`config.mk`:
```
export PLATFORM = sky130hd
export DESIGN_NAME = axi_inf_write_burst_core
export DESIGN_NICKNAME = d
export VERILOG_FILES = /design/src/rtl/axi_inf_pkg.sv /design/src/rtl/axi_len_fifo.sv /design/src/rtl/axi_inf_write_burst_core.sv
export SDC_FILE = /design/constraint.sdc
export NUM_CORES = 1
export LEC_CHECK = 0
export ABC_AREA = 1
export ABC_CLOCK_PERIOD_IN_PS = 3900
export CAP_MARGIN = 10
export CORE_UTILIZATION = 52
export DETAILED_ROUTE_END_ITERATION = 12
export PLACE_DENSITY = 0.83
export REMOVE_ABC_BUFFERS = 1
export SETUP_SLACK_MARGIN = 0.5
export SYNTH_ARGS = -nofsm -noshare
export SYNTH_HDL_FRONTEND = slang
export SYNTH_SLANG_ARGS = --single-unit
```
`constraint.sdc`:
```
create_clock -name axi_aclk -period 3.9 [get_ports axi_aclk]
set_clock_uncertainty 0.15 [all_clocks]
set_input_delay 1.17 -clock axi_aclk [delete_from_list [all_inputs] [get_ports axi_aclk]]
set_output_delay 1.17 -clock axi_aclk [all_outputs]
set_load 0.03 [all_outputs]
```
`src/rtl/axi_inf_pkg.sv`:
```
// Shared types and AXI constants for the write-burst controller.
// The awsize helper turns the data width into the AXI beat-size code.
package axi_inf_pkg;

   typedef enum logic [2:0] {
      IDLE,
      CALC,
      ISSUE,
      DRAIN,
      DONE
   } state_t;

   localparam logic [1:0] BURST_INCR    = 2'b01;
   localparam logic [1:0] RESP_OKAY     = 2'b00;
   localparam logic       LOCK_NORMAL   = 1'b0;
   localparam logic [3:0] CACHE_DEFAULT = 4'b0000;
   localparam logic [2:0] PROT_DEFAULT  = 3'b000;
   localparam logic [3:0] QOS_DEFAULT   = 4'b0000;

   function automatic logic [2:0] awsize_for(input int dsize);
      return 3'($clog2(dsize / 8));
   endfunction

endpackage

```
`src/rtl/axi_len_fifo.sv`:
```
// Small synchronous FIFO holding the beat count of each issued burst.
// The W path reads the head to place wlast and pops on the last beat.
module axi_len_fifo #(
   parameter int WIDTH = 9,
   parameter int DEPTH = 4
) (
   input  logic             clk,
   input  logic             reset,
   input  logic             push,
   input  logic [WIDTH-1:0] push_data,
   input  logic             pop,
   output logic             empty,
   output logic             full,
   output logic [WIDTH-1:0] head
);

   localparam int PW = (DEPTH > 1) ? $clog2(DEPTH) : 1;
   localparam int CW = $clog2(DEPTH + 1);

   logic [WIDTH-1:0] mem [DEPTH];
   logic [PW-1:0]    rd_ptr;
   logic [PW-1:0]    wr_ptr;
   logic [CW-1:0]    count;
   logic             do_push;
   logic             do_pop;

   function automatic logic [PW-1:0] bump(input logic [PW-1:0] p);
      return (p == PW'(DEPTH - 1)) ? '0 : p + PW'(1);
   endfunction

   // A push into a full FIFO is still accepted when the head leaves in the same cycle.
   assign do_pop  = pop && !empty;
   assign do_push = push && (!full || do_pop);

   assign empty = (count == '0);
   assign full  = (count == CW'(DEPTH));
   assign head  = mem[rd_ptr];

   always_ff @(posedge clk) begin
      if (reset) begin
         rd_ptr <= '0;
         wr_ptr <= '0;
         count  <= '0;
         for (int i = 0; i < DEPTH; i++) begin
            mem[i] <= '0;
         end
      end else begin
         if (do_push) begin
            mem[wr_ptr] <= push_data;
            wr_ptr      <= bump(wr_ptr);
         end
         if (do_pop) begin
            rd_ptr <= bump(rd_ptr);
         end
         count <= count + CW'(do_push) - CW'(do_pop);
      end
   end

endmodule

```
`src/rtl/axi_inf_write_burst_core.sv`:
```
// Splits one long write request into boundary-safe AXI4 INCR bursts,
// limits bursts in flight, places wlast and folds B responses into one status.
module axi_inf_write_burst_core
   import axi_inf_pkg::*;
#(
   parameter int IDSIZE          = 3,
   parameter int ID              = 0,
   parameter int ASIZE           = 32,
   parameter int DSIZE           = 256,
   parameter int LSIZE           = 8,
   parameter int RLSIZE          = 24,
   parameter int MAX_BURST       = 16,
   parameter int MAX_OUTSTANDING = 4,
   parameter int BOUNDARY        = 4096
) (
   input  logic              axi_aclk,
   input  logic              axi_reset,

   input  logic              req_valid,
   output logic              req_ready,
   input  logic [ASIZE-1:0]  req_addr,
   input  logic [RLSIZE-1:0] req_len,
   output logic              req_done,
   output logic              req_err,
   output logic              busy,
   output logic              pull_data_en,

   output logic [IDSIZE-1:0] axi_awid,
   output logic [ASIZE-1:0]  axi_awaddr,
   output logic [LSIZE-1:0]  axi_awlen,
   output logic [2:0]        axi_awsize,
   output logic [1:0]        axi_awburst,
   output logic              axi_awlock,
   output logic [3:0]        axi_awcache,
   output logic [2:0]        axi_awprot,
   output logic [3:0]        axi_awqos,
   output logic              axi_awvalid,
   input  logic              axi_awready,

   input  logic              axi_wvalid,
   input  logic              axi_wready,
   output logic              axi_wlast,

   output logic              axi_bready,
   input  logic [IDSIZE-1:0] axi_bid,
   input  logic [1:0]        axi_bresp,
   input  logic              axi_bvalid
);

   localparam int BPB  = DSIZE / 8;
   localparam int BSH  = $clog2(BPB);
   localparam int OFFW = $clog2(BOUNDARY);
   localparam int OW   = $clog2(MAX_OUTSTANDING) + 1;
   localparam int BLW  = LSIZE + 1;

   localparam logic [OFFW:0] BND_BYTES = (OFFW + 1)'(BOUNDARY);

   state_t            state;
   logic [ASIZE-1:0]  addr;
   logic [RLSIZE-1:0] remaining;
   logic [BLW-1:0]    cur_blen;
   logic [OW-1:0]     outstanding;
   logic              err;

   logic [OW-1:0]     outstanding_next;
   logic              aw_hs;
   logic              b_hs;
   logic              b_match;
   logic              w_hs;
   logic              can_issue;

   logic [OFFW:0]     bnd_bytes;
   logic [31:0]       bnd_beats;
   logic [31:0]       blen_wide;
   logic [BLW-1:0]    blen_calc;

   logic              q_push;
   logic              q_pop;
   logic              q_empty;
   logic              q_full;
   logic [BLW-1:0]    q_head;
   logic [BLW-1:0]    wcnt;

   assign axi_awid    = IDSIZE'(ID);
   assign axi_awsize  = awsize_for(DSIZE);
   assign axi_awburst = BURST_INCR;
   assign axi_awlock  = LOCK_NORMAL;
   assign axi_awcache = CACHE_DEFAULT;
   assign axi_awprot  = PROT_DEFAULT;
   assign axi_awqos   = QOS_DEFAULT;

   assign aw_hs   = axi_awvalid && axi_awready;
   assign b_hs    = axi_bvalid && axi_bready;
   assign b_match = b_hs && (axi_bid == IDSIZE'(ID));
   assign w_hs    = axi_wvalid && axi_wready && !q_empty;

   assign outstanding_next = outstanding + OW'(aw_hs) - OW'(b_match);

   // The queue test only matters for a slave that answers B before the last W beat.
   assign can_issue = (outstanding_next < OW'(MAX_OUTSTANDING)) && (!q_full || q_pop);

   assign axi_bready   = (outstanding != '0);
   assign pull_data_en = !q_empty;
   assign axi_wlast    = !q_empty && (wcnt == q_head - BLW'(1));

   assign q_push = aw_hs;
   assign q_pop  = w_hs && axi_wlast;

   // Burst length is the smallest of what is left, the burst cap and the room to the boundary.
   always_comb begin
      bnd_bytes = BND_BYTES - {1'b0, addr[OFFW-1:0]};
      bnd_beats = 32'(bnd_bytes >> BSH);
      blen_wide = 32'(remaining);
      if (blen_wide > 32'(MAX_BURST)) begin
         blen_wide = 32'(MAX_BURST);
      end
      if (blen_wide > bnd_beats) begin
         blen_wide = bnd_beats;
      end
      blen_calc = BLW'(blen_wide);
   end

   always_ff @(posedge axi_aclk) begin
      if (axi_reset) begin
         state       <= IDLE;
         req_ready   <= 1'b1;
         req_done    <= 1'b0;
         req_err     <= 1'b0;
         busy        <= 1'b0;
         axi_awvalid <= 1'b0;
         axi_awaddr  <= '0;
         axi_awlen   <= '0;
         addr        <= '0;
         remaining   <= '0;
         cur_blen    <= '0;
         outstanding <= '0;
         err         <= 1'b0;
      end else begin
         req_done    <= 1'b0;
         req_err     <= 1'b0;
         outstanding <= outstanding_next;
         if (b_hs && ((axi_bid != IDSIZE'(ID)) || (axi_bresp != RESP_OKAY))) begin
            err <= 1'b1;
         end

         case (state)
            IDLE: begin
               if (req_valid) begin
                  addr      <= req_addr;
                  remaining <= req_len;
                  err       <= 1'b0;
                  busy      <= 1'b1;
                  req_ready <= 1'b0;
                  if (req_len == '0) begin
                     req_done <= 1'b1;
                     state    <= DONE;
                  end else begin
                     state <= CALC;
                  end
               end
            end

            CALC: begin
               cur_blen    <= blen_calc;
               axi_awaddr  <= addr;
               axi_awlen   <= LSIZE'(blen_calc - BLW'(1));
               axi_awvalid <= can_issue;
               state       <= ISSUE;
            end

            ISSUE: begin
               if (aw_hs) begin
                  axi_awvalid <= 1'b0;
                  addr        <= addr + (ASIZE'(cur_blen) << BSH);
                  remaining   <= remaining - RLSIZE'(cur_blen);
                  state       <= (remaining == RLSIZE'(cur_blen)) ? DRAIN : CALC;
               end else if (!axi_awvalid) begin
                  axi_awvalid <= can_issue;
               end
            end

            DRAIN: begin
               if ((outstanding == '0) && q_empty) begin
                  req_done <= 1'b1;
                  req_err  <= err;
                  state    <= DONE;
               end
            end

            DONE: begin
               busy      <= 1'b0;
               req_ready <= 1'b1;
               state     <= IDLE;
            end

            default: state <= IDLE;
         endcase
      end
   end

   // wcnt is the beat index inside the burst at the head of the length queue.
   always_ff @(posedge axi_aclk) begin
      if (axi_reset) begin
         wcnt <= '0;
      end else if (w_hs) begin
         wcnt <= axi_wlast ? '0 : wcnt + BLW'(1);
      end
   end

   axi_len_fifo #(
      .WIDTH (BLW),
      .DEPTH (MAX_OUTSTANDING)
   ) len_fifo (
      .clk       (axi_aclk),
      .reset     (axi_reset),
      .push      (q_push),
      .push_data (cur_blen),
      .pop       (q_pop),
      .empty     (q_empty),
      .full      (q_full),
      .head      (q_head)
   );

endmodule

```
==> results.cfg, run 1 <==
[power_and_ir_drop]
switching_power_uw = 4510
seqPwrFrac = 0.275
ir_drop_mv = 0.426
swShare = 0.457
p_clk_frac = 0.176
p_per_area_nw_per_um2 = 746
power_uw = 9870
power_leakage_uw = 0.00560
combinationalPowerShare = 0.548
power.internal_uw = 5360

[synth]
synth_area_per_cell_sq_um = 7.13
synth_ff_type = dfxtp_1
syn-cell-area_sq_um = 10000
synth.distinct_cells = 54
ys.warnings.count = 0
netlist_top_cells_area = dfxtp_1 27%, edfxtp_1 11%, nand2_1 11%
ys_ff_latch = 171
synth_most_common_cell = nand2_1
seq_area_frac_synth = 0.378
synthTopCellsByCount = 281 x nand2_1, 189 x nor2_1, 136 x inv_1
synth-edff-count = 36
yosys.area.top_type = dfxtp_1
synth_top_cell_area_share = 0.270
postSynthCellCount = 1402
synthArstFlopShare = 0

[timing]
timing.hold.ws_ps = 328
fin_crit_ps = 4060
max_freq_mhz = 246
final_max_slew_viol_count = 0
setup_ws_ps = -161
relSlewSlack = 0.274
tightest_slew_ps = 1090
period_share = 1.04
hold_viol_final = 0
rsz0062_at_grt = true
setup_violations = 3

[critical_path]
cp-startpoint = len_fifo.mem[1][0]
r2r_end = len_fifo.count[2]
crit_path_end = axi_wlast
worstReg2RegStart = len_fifo.mem[1][0]
reg2reg_setup_slack_ps = -20
crit_path_max_fanout = 2
crit_type = reg -> out
critPathLaunchType = flop
critPathRequiredTime_ps = 2580
worstRegToRegCells = 24
crit_path_end_kind = output port
cp.arrival_ps = 2740

[clock_network]
cts.htree.levels = 4
clk_pin_slew_ps = 70
ctsHoldBuffers = 0
clockBufferDepth = 2
cts_made_buffers = 17
clkLatencyLatePin_ps = 440
cts_tree = done
root_buffer = clkbuf_16
cts.sink_count = 171

[routing]
drt-initial-drc-count = 943
drc = 0
top_layer_used = met4
met3_length_um = 2490
wl_per_cell_um = 17.7
drt_wl_total_um = 32200
ant_nets = 0
wl_met1_um = 12000
vias = 10800
dr.pass1.iters = 9
vias_per_cell = 5.91
dr_wl_met2_um = 15800

[floorplanning]
fp.dieW_um = 141
dieArea_sq_um = 19800
start_util = 0.533
core-area_sq_um = 18800
rows = 50
dieHeight_um = 141
io_pins = 136

[placed_design]
io_buffers = 115
hpwl_um = 18300
place.gp.congestion = 0.953

[global_routing]
overflow = 0
grt_first_pass_wirelength_um = 44800
grt_max_degree = 74
track_usage = 0.280
grt_pass1_vias = 9476
antenna_found_initial = 0

[worst_hold_path]
hold_class = reg -> reg

[cells_and_area]
nFillCells = 1356
insertedDiodeCount = 0
layout.nets = 1683
syn2layout_area_growth_pct = 32.3
drive_gt1_frac = 0.176

[outcome]
violations = negative setup slack
outcome = finished, violations left

[run]
maxCapViolCount = 0
[sequential cells by signal, summed over array words and instances, names as in the netlist, named ones only]
register	count
len_fifo.mem	36
req_done	1
state	3
req_err	1
err	1
len_fifo.wr_ptr	2
remaining	24
axi_awvalid	1
axi_awlen	8
cur_blen	9
wcnt	9
len_fifo.count	3
busy	1
len_fifo.rd_ptr	2
req_ready	1
axi_awaddr	32
addr	32
outstanding	3
[worst max-delay path: stages, from the launching register on]
cell and delay (ps):
edfxtp_1 410, nand2_1 100, nand3_2 90, nand2_2 100, ha_4 200, xnor2_1 110, nor2_1 80, nand2_1 90
nor2_2 150, nand3_2 140, a21oi_2 180, o221ai_2 110, a21oi_1 170, nand2_1 150, inv_2 80, buf_6 120
[power groups by stage]
| stage | clock (uW) | sequential [uW] | combinational (uW) |
|---|---|---|---|
| 2_1_floorplan | 0 | 2880 | 2550 |
| 3_3_place_gp | 0 | 2690 | 3970 |
| 3_5_place_dp | 0 | 2700 | 4060 |
| 4_1_cts | 1720 | 2670 | 4530 |
| 5_1_grt | 1810 | 2770 | 5800 |
| 6_report | 1740 | 2720 | 5410 |
[layout by cell type (no fill, tap or decap), drive strengths merged, types with 4 or more instances in the layout]
master / synthesis / routed
a211oi: 9 / 9
a21o: 4 / 4
a21oi: 104 / 104
a31oi: 6 / 6
buf: 30 / 91
clkbuf: 44 / 22
clkdlybuf4s50: 0 / 113
clkinv: 1 / 4
conb: 2 / 23
dfxtp: 135 / 135
edfxtp: 36 / 36
fa: 4 / 4
ha: 35 / 35
inv: 139 / 142
nand2: 292 / 295
nand3: 109 / 109
nand3b: 13 / 13
nand4: 14 / 14
nor2: 195 / 195
nor3: 17 / 17
nor4: 10 / 10
o211ai: 20 / 20
o21ai: 115 / 115
o21bai: 5 / 5
o221ai: 4 / 4
or2: 16 / 16
xnor2: 11 / 11
xor2: 17 / 17
[final cells by class]
cell class,instances,area [sq um],share of cell area
clock buffers,22,475,0.0359
clock inverters,9,113,0.00851
repair inverters,1,7.51,0.000567
inverters,140,541,0.0408
flip-flops and latches,171,3800,0.287
well taps,234,293,0.0221
multi-input cells,1041,6040,0.456
repair buffers,204,1970,0.149
[routing by layer]
metal | track usage | up-vias
li1 | - | 4961
met1 | 0.331 | 4993
met2 | 0.493 | 620
met3 | 0.0510 | 185
met4 | 0.126 | 0
met5 | 0 | -
[per-stage QoR]
step / setup TNS, ps / setup WS, ps / std cells / util / cell area, sq um
floorplan: -115070 / -1860 / 1349 / - / 9690
global placement: 0 / 106 / 1717 / 0.603 / 11300
detailed placement: -73.5 / -69.6 / 1717 / 0.603 / 11300
CTS: 0 / 120 / 1786 / 0.663 / 12400
global route: -1340 / -241 / 1822 / 0.705 / 13200
finish: -194 / -161 / 1822 / 0.705 / 13200
[worst min path at each step]
stage	from	to	slack, ps	cells past startpoint
5_1_grt	len_fifo.rd_ptr[1]	flop	360	2
4_1_cts	err	req_err	310	2
6_report	req_ready	req_ready	330	2
2_1_floorplan	err	req_err	280	2
3_3_place_gp	req_ready	req_ready	300	2
3_5_place_dp	err	req_err	300	2
[cell families (layout without fill, tap and decap cells)]
group / after synthesis / in the layout / share of synthesized area
simple gates: 672 / 675 / 0.299
xor+xnor: 28 / 28 / 0.0245
buf+inv: 214 / 376 / 0.0917
compound gates: 276 / 276 / 0.154
flops: 171 / 171 / 0.378
other cells: 2 / 23 / 0.000751
fa+ha+maj: 39 / 39 / 0.0518
[timing repair]
action	CTS	global route
setup buffers	37	32
resized for setup	70	130
cloned	1	4
pin swaps	36	58
endpoints found under the setup margin	32	71
No activity file was read; power rests on OpenSTA's default activity.
==> inputs of run 2 (changes only) <==
--- a/config.mk
+++ b/config.mk
@@ -8,9 +8,9 @@
 export ABC_AREA = 1
 export ABC_CLOCK_PERIOD_IN_PS = 3900
 export CAP_MARGIN = 10
-export CORE_UTILIZATION = 52
+export CORE_UTILIZATION = 37
 export DETAILED_ROUTE_END_ITERATION = 12
-export PLACE_DENSITY = 0.83
+export PLACE_DENSITY = 0.65
 export REMOVE_ABC_BUFFERS = 1
 export SETUP_SLACK_MARGIN = 0.5
 export SYNTH_ARGS = -nofsm -noshare
==> run 2 against run 1 <==
  * Register-to-register slack better by 330 ps
  * Die area is 40% higher
  * Sequential share of layout area is 0.16 points lower
  * First-iteration DRC count is 35% lower
  * Total power is 5.3% lower
  * Utilization is 20 points lower
  * The flow finishes with violations (design-rule violations)
  * Largest cell class unchanged
  * Wire length is 9.7% lower
  * Critical path depth is 1 higher
  * Worst hold slack worse by 21 ps
  * Setup slack better by 290 ps
  * Global-route usage is 8.0 points lower
  * Final cell count is 5.0% higher
==> results.cfg, run 2 (synthesized netlist as in run 1, its figures left out) <==
[timing]
max_freq_mhz = 265
rsz0062_at_grt = true
setup_violations = 0
period_share = 0.967
hold_viol_final = 0
tightest_slew_ps = 808
fin_crit_ps = 3770
final_max_slew_viol_count = 0
relSlewSlack = 0.462

[floorplanning]
dieArea_sq_um = 27700
rows = 59
dieHeight_um = 166
start_util = 0.381
core-area_sq_um = 26300
fp.dieW_um = 166
io_pins = 136

[global_routing]
grt_first_pass_wirelength_um = 45400
use_met2 = 0.357
grt_max_degree = 74
track_usage = 0.200
antenna_found_initial = 1
grt_pass1_vias = 9366
grt.met1_usage = 0.244
overflow = 0
grt_busiest_layer = met2
grtUsageMet3 = 0.0333

[routing]
dr.pass1.iters = 9
vias = 9789
drc = 4
wl_per_cell_um = 15.2
drt_wl_total_um = 29100
vias_per_cell = 5.12
drt-initial-drc-count = 614
ant_nets = 0

[clock_network]
clockBufferDepth = 2
clkLatencyLatePin_ps = 440
cts.sink_count = 171
clk_pin_slew_ps = 70
root_buffer = clkbuf_16
cts_made_buffers = 17
cts_tree = done
cts.htree.levels = 4

[power_and_ir_drop]
power_uw = 9350
power_leakage_uw = 0.00553
p_per_area_nw_per_um2 = 703
ir_drop_mv = 0.353

[cells_and_area]
final_common_cell = nand2_1
insertedDiodeCount = 0
regMostFlops = len_fifo.mem
design_area_sq_um = 13300
layout.nets = 1672
syn2layout_area_growth_pct = 32.9
drive_gt1_frac = 0.170
final_cell_mix = 264 x nand2_1, 145 x nor2_1, 133 x inv_1, 130 x dfxtp_1, 113 x clkdlybuf4s50_1
biggestRegsByFlops = len_fifo.mem (36), addr (32), axi_awaddr (32)
largest_reg_flops = 36

[worst_hold_path]
hold_depth = 2
hold_class = reg -> reg

[critical_path]
crit_type = reg -> out
worstRegToRegCells = 25
cp.arrival_ps = 2450
crit_slowest_cell = dfxtp_4
cp_num_cells = 16
critPathRequiredTime_ps = 2580
cp_cell_sequence = inv_6 -> nand2_2 -> nand3_2 -> nand2_2 -> ha_4 -> xnor2_1 -> nor2_1 -> nand2_1 -> nor2_1 -> nand3_1 -> a21oi_2 -> o221ai_1 -> a21oi_1 -> nand2_1 -> inv_2 -> buf_12
cpPeakStageDelay_ps = 400
crit_path_max_fanout = 6
crit_path_end_kind = output port
worst-path-buf-inv = 3
cp_top_family = simple AND/OR/NAND/NOR gates
critPathLaunchType = flop

[placed_design]
place.gp.congestion = 0.897
hpwl_um = 19400
dpl_cell_area_sq_um = 11400
io_buffers = 115

[outcome]
outcome = finished, violations left
violations = design-rule violations

[run]
maxCapViolCount = 0
==> run 2: changes by cell type in the layout (fill, tap and decap cells not counted), sizes merged <==
cell / change
clkinv: -3
buf: -13
nand2: +2
inv: +7
clkinvlp: +2
bufinv: -1
clkbuf: -4
==> run 2: tightest hold or removal path: cells and delay by family (launching register included) <==
| kind | cells | cell delay, ps |
|---|---|---|
| flip-flops | 1 | 320 |
| AND/OR/NAND/NOR | 2 | 100 |
==> run 2: what timing repair did <==
item / CTS / global route
buffers inserted: 27 / 28
hold buffers: 0 / 0
resized for setup: 61 / 130
setup endpoints to repair: 34 / 71
endpoints found under the hold margin: 0 / 0
gates cloned: 1 / 6
pin swaps: 26 / 47
==> run 2: report_power, final <==
part	internal (uW)	switching (uW)
clock network	911	800
registers	2270	437
logic	1920	3010
total	5100	4250
==> run 2: layout make-up <==
| cell class | instances | area, sq um |
|---|---|---|
| timing repair inverter | 1 | 7.51 |
| fill | 2470 | 13000 |
| clock buffer | 18 | 429 |
| tap | 335 | 419 |
| sequential | 171 | 3790 |
| clock inverter | 14 | 153 |
| timing repair buffer | 191 | 1860 |
| multi-input combinational | 1043 | 6100 |
| inverter | 140 | 536 |
==> run 2: final timing paths <==
kind	startpoint	end	slack, ps
worst max-delay path	flop	axi_wlast	130
worst min-delay path	req_ready	req_ready	310
worst max register to register	flop	len_fifo.count[2]	310
worst min register to register	req_ready	req_ready	310
==> run 2: per-layer routing <==
layer / part of all wire / up-vias
met5: 0.00048 / -
li1: - / 4945
met1: 0.43 / 4541
met3: 0.038 / 54
met2: 0.50 / 247
met4: 0.026 / 2
==> run 2: through the flow <==
| step | setup slack (ps) | hold slack, ps | utilization | cells | setup TNS (ps) |
|---|---|---|---|---|---|
| 4_1_cts | 120 | 305 | 0.474 | 1879 | 0 |
| 5_1_grt | -70.5 | 331 | 0.506 | 1913 | -70.5 |
| 3_3_place_gp | 124 | 299 | 0.435 | 1819 | 0 |
| 6_report | 128 | 307 | 0.506 | 1913 | 0 |
| 3_5_place_dp | -8.11 | 301 | 0.435 | 1819 | -8.11 |
| 2_1_floorplan | -1860 | 281 | - | 1349 | -115070 |
==> inputs of run 3 (changes only) <==
--- a/config.mk
+++ b/config.mk
@@ -8,9 +8,9 @@
 export ABC_AREA = 1
 export ABC_CLOCK_PERIOD_IN_PS = 3900
 export CAP_MARGIN = 10
-export CORE_UTILIZATION = 37
+export CORE_UTILIZATION = 56
 export DETAILED_ROUTE_END_ITERATION = 12
-export PLACE_DENSITY = 0.65
+export PLACE_DENSITY = 0.88
 export REMOVE_ABC_BUFFERS = 1
 export SETUP_SLACK_MARGIN = 0.5
 export SYNTH_ARGS = -nofsm -noshare
==> run 3 against run 2 <==
  * The flow now finishes without violations
  * Setup slack worse by 120 ps
  * Combinational power is 3% lower
  * Sequential power hardly changed
  * Non-clock buffer count is 18 lower
  * Final cell count is 6.9% lower
  * Worst hold slack better by 9.7 ps
  * Sequential share of layout area is 1.5 points higher
  * Die area is 34% lower
  * Register-to-register slack worse by 240 ps
  * Utilization is 22 points higher
  * Critical path type unchanged
  * Highest routed layer unchanged
==> results.cfg, run 3 (synthesized netlist as in run 1, its figures left out) <==
[placed_design]
hpwl_um = 18900
place.gp.congestion = 0.922
dp_slack_ps = 27.9
io_buffers = 115
placed_cells = 1707

[outcome]
outcome = complete, no violations

[cells_and_area]
post-route-util = 0.729
nFillCells = 1250
layout.nets = 1650
final_common_cell = nand2_1
final_cell_mix = 263 x nand2_1, 173 x nor2_1, 133 x inv_1, 127 x dfxtp_1, 113 x clkdlybuf4s50_1
drive_gt1_frac = 0.138
finalNonFillerCells = 1781
largest_reg_flops = 36
biggestRegsByFlops = len_fifo.mem (36), addr (32), axi_awaddr (32)
syn2layout_area_growth_pct = 26.5
insertedDiodeCount = 0
regMostFlops = len_fifo.mem

[timing]
tightest_slew_ps = 691
period_share = 0.998
final_max_slew_viol_count = 0
setup_ws_ps = 6.84
fin_crit_ps = 3890
rsz0062_at_grt = true
max_freq_mhz = 257
setup_violations = 0
setup_tns_ps = 0
relSlewSlack = 0.538
hold_viol_final = 0

[floorplanning]
dieHeight_um = 136
io_pins = 136
start_util = 0.576
core-area_sq_um = 17400
fp.dieW_um = 136
dieArea_sq_um = 18400
rows = 48

[power_and_ir_drop]
p_per_area_nw_per_um2 = 726
power_uw = 9180
ir_drop_mv = 0.470
power_leakage_uw = 0.00540

[routing]
vias_per_cell = 5.74
drc = 0
drt-initial-drc-count = 885
vias = 10200
wl_per_cell_um = 16.6
drt_wl_total_um = 29500
ant_nets = 0
dr.pass1.iters = 8

[critical_path]
crit_path_max_fanout = 6
critPathLaunchType = flop
critPathRequiredTime_ps = 2580
crit_type = reg -> out
crit_path_end_kind = output port
cp.arrival_ps = 2570

[run]
maxCapViolCount = 0

[global_routing]
antenna_found_initial = 2
grt_first_pass_wirelength_um = 45300
track_usage = 0.310
grt_max_degree = 72
grt_pass1_vias = 9697
overflow = 0

[clock_network]
clockBufferDepth = 2
cts.sink_count = 171
cts_made_buffers = 17
root_buffer = clkbuf_16
cts_tree = done
cts.htree.levels = 4
clkLatencyLatePin_ps = 440
clk_pin_slew_ps = 70

[worst_hold_path]
hold_class = reg -> reg
==> run 3: changes by cell type in the layout (fill, tap and decap cells not counted), sizes merged <==
| cell | previous run | this run |
|---|---|---|
| nand2 | 297 | 293 |
| inv | 149 | 146 |
| clkbuf | 18 | 20 |
| clkinv | 1 | 5 |
| clkinvlp | 4 | 1 |
| buf | 78 | 60 |
==> run 3: cell type report <==
cell class | count | area [sq um] | area share
Multi-Input combinational cell | 1039 | 5830 | 0.461
Sequential cell | 171 | 3800 | 0.301
Timing Repair Buffer | 173 | 1620 | 0.128
Inverter | 140 | 536 | 0.0423
Clock buffer | 20 | 467 | 0.0369
Tap cell | 225 | 282 | 0.0223
Clock inverter | 12 | 110 | 0.00870
Timing Repair inverter | 1 | 7.51 | 0.000593
==> run 3: per-stage QoR <==
step	instance area, sq um	hold WS (ps)
2_1_floorplan	9690	281
3_3_place_gp	11300	289
3_5_place_dp	11300	305
4_1_cts	12200	315
5_1_grt	12700	344
6_report	12700	317
==> run 3: report_power, final <==
part | leakage, uW | total (uW) | internal (uW) | switching (uW)
registers | 0.00149 | 2720 | 2270 | 442
logic | 0.00362 | 4780 | 1770 | 3010
clock network | 0.000292 | 1680 | 937 | 744
total | 0.00540 | 9180 | 4980 | 4200
==> run 3: critical path, cell delays in order (launching register included) <==
cell and delay (ps):
dfxtp_4 400, inv_6 60, nand2_2 70, nand3_2 100, nand2_2 120, ha_4 200
xnor2_1 120, nor2_1 90, nand2_1 60, nor2_1 100, nand3_1 100, a21oi_1 120
o221ai_1 120, a21oi_1 130, nand2_1 120, inv_1 90, buf_6 130
==> run 3: final timing paths <==
| check | cells past startpoint | startpoint | slack [ps] | end |
|---|---|---|---|---|
| worst max-delay path | 16 | flop | 7 | axi_wlast |
| worst min-delay path | 2 | busy | 320 | busy |
| worst max register to register | 20 | addr[4] | 70 | axi_awlen[5] |
| worst min register to register | 2 | busy | 320 | busy |
==> run 3: what timing repair did <==
action	4_1_cts	5_1_grt
pin swaps	20	40
gates cloned	1	2
gates resized for setup	52	72
setup buffers	19	20
endpoints found under the setup margin	41	56
hold buffers	0	0
==> run 3: layer usage <==
metal / vias up / share of wire / global-route usage
met1: 4738 / 0.39 / 0.357
met4: 2 / 0.045 / 0.152
li1: 4910 / - / -
met3: 118 / 0.064 / 0.0569
met5: - / 0.00051 / 0
met2: 460 / 0.50 / 0.548
